### src/rtl/fp_formats_pkg.sv
// Shared floating-point format definitions for the operand path.
// Holds the mode encoding, per-format exponent biases and the common
// unpacked element record handed to the systolic-array feeders.
package fp_formats_pkg;

   typedef enum logic [1:0] {
      MODE_E4M3 = 2'b00,
      MODE_E5M2 = 2'b01,
      MODE_BF16 = 2'b10,
      MODE_RSVD = 2'b11
   } fp_mode_e;

   localparam int E4M3_BIAS = 7;
   localparam int E5M2_BIAS = 15;
   localparam int BF16_BIAS = 127;

   typedef struct packed {
      logic              sign;
      logic signed [9:0] exp;
      logic [7:0]        sig;
      logic              zero;
      logic              inf;
      logic              nan;
   } fp_unpacked_t;

   // Two FP8 elements per packed word; everything else is one element.
   function automatic logic is_fp8(input fp_mode_e m);
      return (m == MODE_E4M3) || (m == MODE_E5M2);
   endfunction

endpackage

### src/rtl/fp_operand_unpack_if.sv
// Stream bundle between the operand SRAM read port and an edge feeder.
// slave  : the unpacker (consumes packed words, produces decoded elements)
// master : the environment driving words and accepting elements
interface fp_operand_unpack_if;
   import fp_formats_pkg::*;

   fp_mode_e          mode;
   logic              in_valid;
   logic              in_ready;
   logic [15:0]       in_data;
   logic              in_last;

   logic              out_valid;
   logic              out_ready;
   logic              out_sign;
   logic signed [9:0] out_exp;
   logic [7:0]        out_sig;
   logic              out_zero;
   logic              out_inf;
   logic              out_nan;
   logic              out_last;

   modport slave (
      input  mode, in_valid, in_data, in_last, out_ready,
      output in_ready, out_valid, out_sign, out_exp, out_sig,
             out_zero, out_inf, out_nan, out_last
   );

   modport master (
      output mode, in_valid, in_data, in_last, out_ready,
      input  in_ready, out_valid, out_sign, out_exp, out_sig,
             out_zero, out_inf, out_nan, out_last
   );

endinterface

### src/rtl/fp_elem_decode.sv
// Combinational decode of one element into unbiased sign/exp/significand
// plus class flags.
// Ports: mode - element format; raw - packed bits (FP8 uses raw[7:0]);
//        elem - decoded element.
module fp_elem_decode
   import fp_formats_pkg::*;
(
   input  fp_mode_e     mode,
   input  logic [15:0]  raw,
   output fp_unpacked_t elem
);

   always_comb begin
      elem = '0;
      case (mode)
         MODE_E4M3: begin
            elem.sign = raw[7];
            if (raw[6:0] == 7'h00) begin
               elem.zero = 1'b1;
            end else if (raw[6:0] == 7'h7f) begin
               // Only all-ones is NaN; E4M3 has no infinity encoding.
               elem.nan = 1'b1;
            end else if (raw[6:3] == 4'h0) begin
               elem.exp = 10'(1 - E4M3_BIAS);
               elem.sig = {1'b0, raw[2:0], 4'h0};
            end else begin
               elem.exp = 10'(raw[6:3]) - 10'(E4M3_BIAS);
               elem.sig = {1'b1, raw[2:0], 4'h0};
            end
         end
         MODE_E5M2: begin
            elem.sign = raw[7];
            if (raw[6:0] == 7'h00) begin
               elem.zero = 1'b1;
            end else if (raw[6:2] == 5'h1f) begin
               elem.inf = (raw[1:0] == 2'b00);
               elem.nan = (raw[1:0] != 2'b00);
            end else if (raw[6:2] == 5'h00) begin
               elem.exp = 10'(1 - E5M2_BIAS);
               elem.sig = {1'b0, raw[1:0], 5'h00};
            end else begin
               elem.exp = 10'(raw[6:2]) - 10'(E5M2_BIAS);
               elem.sig = {1'b1, raw[1:0], 5'h00};
            end
         end
         MODE_BF16: begin
            elem.sign = raw[15];
            if (raw[14:0] == 15'h0000) begin
               elem.zero = 1'b1;
            end else if (raw[14:7] == 8'hff) begin
               elem.inf = (raw[6:0] == 7'h00);
               elem.nan = (raw[6:0] != 7'h00);
            end else if (raw[14:7] == 8'h00) begin
               elem.exp = 10'(1 - BF16_BIAS);
               elem.sig = {1'b0, raw[6:0]};
            end else begin
               elem.exp = 10'(raw[14:7]) - 10'(BF16_BIAS);
               elem.sig = {1'b1, raw[6:0]};
            end
         end
         default: begin
            // Unsupported format: surface as a positive NaN so PEs poison it.
            elem.nan = 1'b1;
         end
      endcase
   end

endmodule

### src/rtl/fp_operand_unpack.sv
// Streaming operand unpacker: packed FP8x2 / BF16 words in, one decoded
// element per output handshake. One registered output stage (OR) and a
// one-element pending buffer (P) for the FP8 high byte.
// Ports: clk, rst_n (async, active-low); clear - synchronous clear of
//        elem_count/nan_seen/mode_err; bus - input/output streams;
//        elem_count - output handshake count; nan_seen, mode_err - sticky.
module fp_operand_unpack
   import fp_formats_pkg::*;
(
   input  logic                      clk,
   input  logic                      rst_n,
   input  logic                      clear,
   fp_operand_unpack_if.slave        bus,
   output logic [15:0]               elem_count,
   output logic                      nan_seen,
   output logic                      mode_err
);

   fp_unpacked_t dec_in;
   fp_unpacked_t dec_p;
   fp_unpacked_t out_q;
   logic         out_valid_q;
   logic         out_last_q;
   logic         p_valid;
   logic         p_last;
   logic [7:0]   p_byte;
   fp_mode_e     p_mode;
   logic         load_en;
   logic         accept;
   logic         fire;

   fp_elem_decode u_dec_in (
      .mode (bus.mode),
      .raw  (bus.in_data),
      .elem (dec_in)
   );

   // P decodes with the mode captured alongside it, not the live mode.
   fp_elem_decode u_dec_p (
      .mode (p_mode),
      .raw  ({8'h00, p_byte}),
      .elem (dec_p)
   );

   assign load_en      = !out_valid_q || bus.out_ready;
   assign bus.in_ready = load_en && !p_valid;
   assign accept       = bus.in_valid && bus.in_ready;
   assign fire         = out_valid_q && bus.out_ready;

   always_ff @(posedge clk or negedge rst_n) begin
      if (!rst_n) begin
         out_q       <= '0;
         out_valid_q <= 1'b0;
         out_last_q  <= 1'b0;
         p_valid     <= 1'b0;
         p_last      <= 1'b0;
         p_byte      <= 8'h00;
         p_mode      <= MODE_E4M3;
      end else if (load_en) begin
         if (p_valid) begin
            out_q       <= dec_p;
            out_last_q  <= p_last;
            out_valid_q <= 1'b1;
            p_valid     <= 1'b0;
         end else if (bus.in_valid) begin
            out_q       <= dec_in;
            out_valid_q <= 1'b1;
            if (is_fp8(bus.mode)) begin
               // The word's last flag travels with the high byte.
               out_last_q <= 1'b0;
               p_valid    <= 1'b1;
               p_byte     <= bus.in_data[15:8];
               p_mode     <= bus.mode;
               p_last     <= bus.in_last;
            end else begin
               out_last_q <= bus.in_last;
            end
         end else begin
            out_valid_q <= 1'b0;
         end
      end
   end

   always_ff @(posedge clk or negedge rst_n) begin
      if (!rst_n) begin
         elem_count <= 16'h0000;
         nan_seen   <= 1'b0;
         mode_err   <= 1'b0;
      end else if (clear) begin
         elem_count <= 16'h0000;
         nan_seen   <= 1'b0;
         mode_err   <= 1'b0;
      end else begin
         if (fire) begin
            elem_count <= elem_count + 16'h0001;
         end
         if (fire && out_q.nan) begin
            nan_seen <= 1'b1;
         end
         if (accept && (bus.mode == MODE_RSVD)) begin
            mode_err <= 1'b1;
         end
      end
   end

   assign bus.out_valid = out_valid_q;
   assign bus.out_sign  = out_q.sign;
   assign bus.out_exp   = out_q.exp;
   assign bus.out_sig   = out_q.sig;
   assign bus.out_zero  = out_q.zero;
   assign bus.out_inf   = out_q.inf;
   assign bus.out_nan   = out_q.nan;
   assign bus.out_last  = out_last_q;

endmodule

### src/flat_wrapper.sv
// flat-port wrapper written by rule: the top's interface ports become plain ports
module fp_operand_unpack_flat import fp_formats_pkg::*;
  (clk, rst_n, clear, elem_count, nan_seen, mode_err, bus_mode, bus_in_valid, bus_in_data, bus_in_last, bus_out_ready, bus_in_ready, bus_out_valid, bus_out_sign, bus_out_exp, bus_out_sig, bus_out_zero, bus_out_inf, bus_out_nan, bus_out_last);
  fp_operand_unpack_if bus_i ();
  input  logic clk;
  input  logic rst_n;
  input  logic clear;
  output logic [15:0] elem_count;
  output logic nan_seen;
  output logic mode_err;
  input wire logic [$bits(bus_i.mode)-1:0] bus_mode;
  input wire logic [$bits(bus_i.in_valid)-1:0] bus_in_valid;
  input wire logic [$bits(bus_i.in_data)-1:0] bus_in_data;
  input wire logic [$bits(bus_i.in_last)-1:0] bus_in_last;
  input wire logic [$bits(bus_i.out_ready)-1:0] bus_out_ready;
  output wire logic [$bits(bus_i.in_ready)-1:0] bus_in_ready;
  output wire logic [$bits(bus_i.out_valid)-1:0] bus_out_valid;
  output wire logic [$bits(bus_i.out_sign)-1:0] bus_out_sign;
  output wire logic [$bits(bus_i.out_exp)-1:0] bus_out_exp;
  output wire logic [$bits(bus_i.out_sig)-1:0] bus_out_sig;
  output wire logic [$bits(bus_i.out_zero)-1:0] bus_out_zero;
  output wire logic [$bits(bus_i.out_inf)-1:0] bus_out_inf;
  output wire logic [$bits(bus_i.out_nan)-1:0] bus_out_nan;
  output wire logic [$bits(bus_i.out_last)-1:0] bus_out_last;
  assign bus_i.mode = bus_mode;
  assign bus_i.in_valid = bus_in_valid;
  assign bus_i.in_data = bus_in_data;
  assign bus_i.in_last = bus_in_last;
  assign bus_i.out_ready = bus_out_ready;
  assign bus_in_ready = bus_i.in_ready;
  assign bus_out_valid = bus_i.out_valid;
  assign bus_out_sign = bus_i.out_sign;
  assign bus_out_exp = bus_i.out_exp;
  assign bus_out_sig = bus_i.out_sig;
  assign bus_out_zero = bus_i.out_zero;
  assign bus_out_inf = bus_i.out_inf;
  assign bus_out_nan = bus_i.out_nan;
  assign bus_out_last = bus_i.out_last;
  fp_operand_unpack u_core (.clk(clk), .rst_n(rst_n), .clear(clear), .bus(bus_i), .elem_count(elem_count), .nan_seen(nan_seen), .mode_err(mode_err));
endmodule
### config.mk
export PLATFORM = sky130hd
export DESIGN_NAME = fp_operand_unpack_flat
export DESIGN_NICKNAME = d
export VERILOG_FILES = /design/src/rtl/fp_formats_pkg.sv /design/src/rtl/fp_operand_unpack_if.sv /design/src/rtl/fp_elem_decode.sv /design/src/rtl/fp_operand_unpack.sv /design/src/flat_wrapper.sv
export SDC_FILE = /design/constraint.sdc
export NUM_CORES = 1
export LEC_CHECK = 0
export CAP_MARGIN = 20
export CORE_UTILIZATION = 40
export CTS_CLUSTER_SIZE = 40
export DETAILED_ROUTE_END_ITERATION = 16
export GPL_TIMING_DRIVEN = 0
export PLACE_DENSITY = 0.72
export SLEW_MARGIN = 5
export SYNTH_ARGS = -nofsm -noshare
export SYNTH_HDL_FRONTEND = slang
export SYNTH_HIERARCHICAL = 1
export SYNTH_SLANG_ARGS = --single-unit
### constraint.sdc
create_clock -name clk -period 3.7 [get_ports clk]
set_clock_uncertainty 0.05 [all_clocks]
set_input_delay 0.925 -clock clk [delete_from_list [all_inputs] [get_ports clk]]
set_output_delay 0.925 -clock clk [all_outputs]
set_load 0.01 [all_outputs]
# ---- Word level (Yosys, flattened, before mapping)
# Cells that the tools add are included.
dict set report word_totals {
  ff_bits 54
  input_bits 24
  out_inout_bits 43
}
dict set report classes {
  n_addsub 7
  n_eq_ne 10
  mux 53
  n_bitwise 1
  reduce_logical 32
}
# cell count
set op_table {}
lappend op_table {{18-bit two-way mux} 17}
lappend op_table {{20-bit one-hot mux with 3 select lines} 2}
lappend op_table {{22-bit two-way mux} 2}
lappend op_table {{16-bit two-way mux} 2}
lappend op_table {{15-bit zero test} 2}
lappend op_table {{1-bit two-way mux} 21}
lappend op_table {{16-bit by 1-bit adder with 16-bit output, second input constant} 1}
lappend op_table {{8-bit zero test} 2}
lappend op_table {{7-bit == test, second input constant} 2}
lappend op_table {{7-bit zero test} 2}
lappend op_table {{2-bit two-way mux} 6}
lappend op_table {{2-bit nonzero test} 6}
lappend op_table {{5-bit by 4-bit subtractor with 6-bit output, second input constant} 2}
lappend op_table {{5-bit == test, second input constant} 2}
lappend op_table {{5-bit zero test} 2}
lappend op_table {{4-bit by 3-bit subtractor with 5-bit output, second input constant} 2}
lappend op_table {{8-bit by 7-bit subtractor with 9-bit output, second input constant} 1}
lappend op_table {{8-bit == test, second input constant} 1}
lappend op_table {{2-bit zero test} 4}
lappend op_table {{4-bit zero test} 2}
lappend op_table {{1-bit by 7-bit subtractor with 8-bit output, second input constant} 1}
lappend op_table {{7-bit nonzero test} 1}
lappend op_table {{2-bit == test, second input constant} 3}
lappend op_table {{1-bit one-hot mux with 3 select lines} 2}
lappend op_table {{other kinds (8)} 15}

# ---- Depth between registers and ports, before layout
dict set report logic_depth {
  word_depth 7
  depth_mapped 10
}

# ---- Hierarchy
# Netlist, hierarchy kept.
# module n_inst cells_each area_per_inst_um2 seq_area_each_um2
set modules_own_cells {}
lappend modules_own_cells {fp_operand_unpack 1 224 2437.3 1351.3}
lappend modules_own_cells {fp_elem_decode 2 126 882.1 0.0}

# ---- Worst setup path before layout
# Ideal clock, no wire load.
dict set report synth_timing {
  path_type {input port to flip-flop}
  from {input port bus_in_data[2]}
  to {register u_core.out_q (netlist bit u_core/bus.out_exp[9])}
  arrival_ps 2733
  t_required_ps 3573
  path_slack_ps 839
  path_stages 10
  n_path_buf 1
  path_cell_list {ha_1 > and3_2 > ha_1 > nand2b_1 > a311o_1 > a211o_2 > o21ai_0 > buf_4 > mux2i_1 > a21oi_1}
}
# item line_no
set synth_rtl {}
lappend synth_rtl {{start: declaration} flat_wrapper.sv:13} ;# input wire logic [$bits(bus_i.in_data)-1:0] bus_in_data;
lappend synth_rtl {{end signal: assignment} fp_operand_unpack.sv:61} ;# out_q <= dec_p;
lappend synth_rtl {{end signal: assignment} fp_operand_unpack.sv:66} ;# out_q <= dec_in;
lappend synth_rtl {{end: declaration} fp_operand_unpack.sv:21} ;# fp_unpacked_t out_q;

# ---- Worst setup path in the final report
dict set report layout_timing {
  from {input port bus_out_ready}
  to {output port bus_in_ready}
}
dict set report layout_via {
  elab_chain_cells 2
}
# item line_no
set layout_lines {}
lappend layout_lines {{start: declaration} flat_wrapper.sv:15} ;# input wire logic [$bits(bus_i.out_ready)-1:0] bus_out_ready;
lappend layout_lines {{1-bit logical OR} fp_operand_unpack.sv:45} ;# assign load_en = !out_valid_q || bus.out_ready;
lappend layout_lines {{1-bit logical AND} fp_operand_unpack.sv:46} ;# assign bus.in_ready = load_en && !p_valid;
lappend layout_lines {{end: declaration} flat_wrapper.sv:16} ;# output wire logic [$bits(bus_i.in_ready)-1:0] bus_in_ready;
# Every way passes these cells.

==> results by group <==
Run status
  – Status: finished clean

Critical path
  – Critical path fanouts, max: 7
  – Endpoint type of the worst setup path: output port
  – WP data arrival: about 2.6 ns
  – Category of the worst setup path launch point: primary input
  – Critical path required time: approximately 2.7 ns
  – Classification of the worst setup path: in2out

Finish
  – Area used by sequential logic in the layout: approximately 1400 sq um
  – Synthesis-to-finish area growth: 25.7%
  – Commonest non-fill, non-tap cell in the layout: sky130_fd_sc_hd__clkdlybuf4s50_1
  – Area of the multi-input gates: between 2000 and 3000 sq um
  – Core Util, Final: 51.6%
  – Layout cell share with drive strength beyond 1: between 10% and 20%
  – Fill cell count: approximately 1000
  – Diode count: 0
  – Highest-count cells in the layout ignoring fill and taps: 64 x sky130_fd_sc_hd__clkdlybuf4s50_1, 55 x sky130_fd_sc_hd__nor2_1, 54 x sky130_fd_sc_hd__dfrtp_1
  – Net count, final: 629

GRT
  – First-pass GRT wire length: approximately 19 mm
  – Antenna violations before repair: 0
  – Global route total overflow: 0
  – Global-route total usage across every layer: 22.4%
  – Via count of the first global-routing pass: approximately 3800
  – Maximum number of pins on one net before global-route repair: 38

Timing
  – Clock period minus worst slack: 3.52 ns
  – Hold violation total from the final report: 0
  – Final Max Tran Viols: 0
  – Setup TNS: 0 ns
  – Slew at the pin closest to its max-slew limit: approximately 0.72 ns
  – Final setup vio count: 0
  – Remaining max-slew budget at the tightest pin: between 50% and 60%
  – RSZ-0062 raised after global routing: no
  – Period utilization: around 95%
  – Peak Freq: roughly 280 MHz

Place
  – Final HPWL from detailed placement: roughly 9.4 mm
  – Port Buf Inserts: 65
  – Routability congestion estimate: 0.880

Detailed routing
  – Vias per inst: between 5 and 6
  – TritonRoute pass-1 iters: 5
  – Via count: between 3000 and 4000
  – Final wirelength: 12.0 mm
  – Drc violations: 0
  – Post-detailed-route count of antenna-violating nets: 0
  – Starting DRT DRC Count: 349
  – Routed wirelength normalized by instance count: about 17 microns

Clock network
  – Clock tree from TritonCTS: yes
  – Maximum buffer depth of the clock tree: 2
  – Cts repair resizes: 0
  – Total clock buffers created by CTS: 5
  – Number of H-tree levels: 2
  – Cts hold-fix bufs: 0
  – Clock Sink Count: 54
  – Clock edge transition at the registers on the reported setup and hold paths: around 0.1 ns
  – Worst skew pair latency: a little over 0.3 ns
  – Setup fix buffers added after clock tree synthesis: 0
  – Buffer type at the clock tree root: sky130_fd_sc_hd__clkbuf_8

Die
  – Count of boundary I/O pins: 67
  – Horizontal die dimension: around 100 microns
  – Die area: 10900 sq um
  – FP Rows: 37
  – Starting density of the core: between 40% and 50%
  – Floorplan core area: 10200 sq um
  – Chip height: ~100 microns

Run
  – Max cap viols: 0

Logic synthesis
  – Fraction of synthesis flops using an asynchronous set or reset pin: 100%
  – Synthesized netlist cell count: about 480
  – Count of yosys warnings during synthesis: 6
  – Number of distinct library cell variants in the gate-level netlist after synthesis: 53
  – Most used DFF post-synth: sky130_fd_sc_hd__dfrtp_1
  – Number of enable-type register cells in the synthesized netlist: 0
  – Register bit count reported by yosys: 54
  – Adder-cell share of the synthesized area: roughly 7%
  – Multiplexer area fraction after synthesis: 8.46%
  – Area fraction in compound gates after synthesis: between 10% and 20%
  – Post-Synthesis Cell Area: around 4200 sq um
  – Simple-Gate Fraction of Synth Area: ~24%
  – Post-Synth XOR/XNOR Area: under 10%
  – Post-Synthesis Mean Instance Area: just under 9 sq um
  – Portion of the post-synthesis area used by sequential elements: 32.2%
  – Main combinational cell family by area after synthesis: simple AND/OR/NAND/NOR gates

Pwr
  – Peak supply drop: 0.218 mV
  – Cell leakage power: 2.20 nW
  – Power density relative to cell area: 378 nW/um^2

Min path
  – Path category of the worst min-delay check: reg2reg
report_power, final:
group          switching [mW]  total, mW  internal [mW]
registers              0.0938      0.775          0.681
clock network           0.194      0.417          0.223
logic                   0.421      0.806          0.385
worst paths after layout:
kind | start | endpoint | slack [ns] | cells past startpoint
setup / recovery | bus_out_ready | bus_in_ready | 0.18 | 4
hold / removal | u_core/p_last | u_core/p_last | 0.47 | 1
setup reg to reg | u_core/p_byte[2] | u_core/bus.out_exp[9] | 0.88 | 10
hold reg to reg | u_core/p_last | u_core/p_last | 0.47 | 1
max in group asynchronous | rst_n | u_core/bus.out_sig[6] | 2.54 | 2
min in group asynchronous | rst_n | u_core/elem_count[7] | 0.50 | 1
logic make-up after synthesis:
| kind of cell | Yosys count |
|---|---|
| compound gates | 106 |
| fa+ha+maj | 23 |
| simple gates | 181 |
| mux | 34 |
| flops | 54 |
| other cells | 1 |
| buf+inv | 47 |
| xor+xnor | 30 |
synthesized netlist by cell type, drive strengths merged (3+ instances only):
library cell | n | area, sq um
o31ai | 6 | 45.0
o21ai | 13 | 65.1
nor4b | 3 | 71.3
a21oi | 42 | 210
nor2 | 56 | 213
dfrtp | 54 | 1350
a311oi | 4 | 35.0
mux2i | 22 | 220
and4 | 3 | 31.3
nor2b | 5 | 31.3
a21o | 7 | 55.1
clkbuf | 10 | 60.1
and2 | 4 | 25.0
o211ai | 4 | 30.0
inv | 21 | 78.8
xnor2 | 16 | 140
a211o | 4 | 37.5
a31oi | 13 | 93.8
a32oi | 6 | 52.6
and3 | 12 | 80.1
mux2 | 12 | 135
nand4 | 10 | 62.6
nand2 | 18 | 70.1
or3 | 4 | 25.0
nor3 | 9 | 67.6
buf | 16 | 105
ha | 23 | 288
xor2 | 14 | 123
nand3 | 35 | 175
nor4 | 12 | 75.1
sequential cells by signal, summed over array words and instances, names as in the netlist, 2 cells and up:
register and count:
u_core/bus.out_exp 10, u_core/bus.out_sig 8, u_core/elem_count 16, u_core/p_byte 8
u_core/p_mode 2
cell type report:
| class | instances | share of cell area, % |
|---|---|---|
| inverters | 21 | 1.49 |
| flip-flops and latches | 54 | 25.6 |
| multi-input cells | 408 | 51.7 |
| plain buffers | 26 | 3.13 |
| well taps | 136 | 3.22 |
| clock buffers | 6 | 1.56 |
| clock inverters | 2 | 0.734 |
| repair buffers | 66 | 12.6 |
worst max-delay path: stages:
cell	delay, ns
sky130_fd_sc_hd__clkdlybuf4s50_1	0.61
sky130_fd_sc_hd__and2b_1	0.30
sky130_fd_sc_hd__nor2_1	0.16
sky130_fd_sc_hd__clkdlybuf4s50_1	0.55
metrics by stage:
| step | cell area [sq um] | hold slack (ns) | total power [mW] | setup slack [ns] | instances |
|---|---|---|---|---|---|
| finish | 5280 | 0.471 | 2.00 | 0.175 | 719 |
| detailed placement | 5160 | 0.449 | 1.58 | -0.0264 | 711 |
| global placement | 5150 | 0.442 | 1.57 | 0.0143 | 710 |
| CTS | 5280 | 0.474 | 2.00 | 0.174 | 719 |
| floorplan | 4330 | 0.430 | 1.25 | 0.839 | 509 |
| global route | 5280 | 0.477 | 2.12 | 0.115 | 719 |
metal layers:
layer  GRT usage (%)  vias to the layer above  wire length [microns]
met5               0                        -                      0
met4            5.61                        0                    168
met3            3.13                       12                    626
met2            37.8                      137                   5960
met1            30.1                     1908                   5290
li1                -                     1916                      -
(Power assumes the default switching activity.)
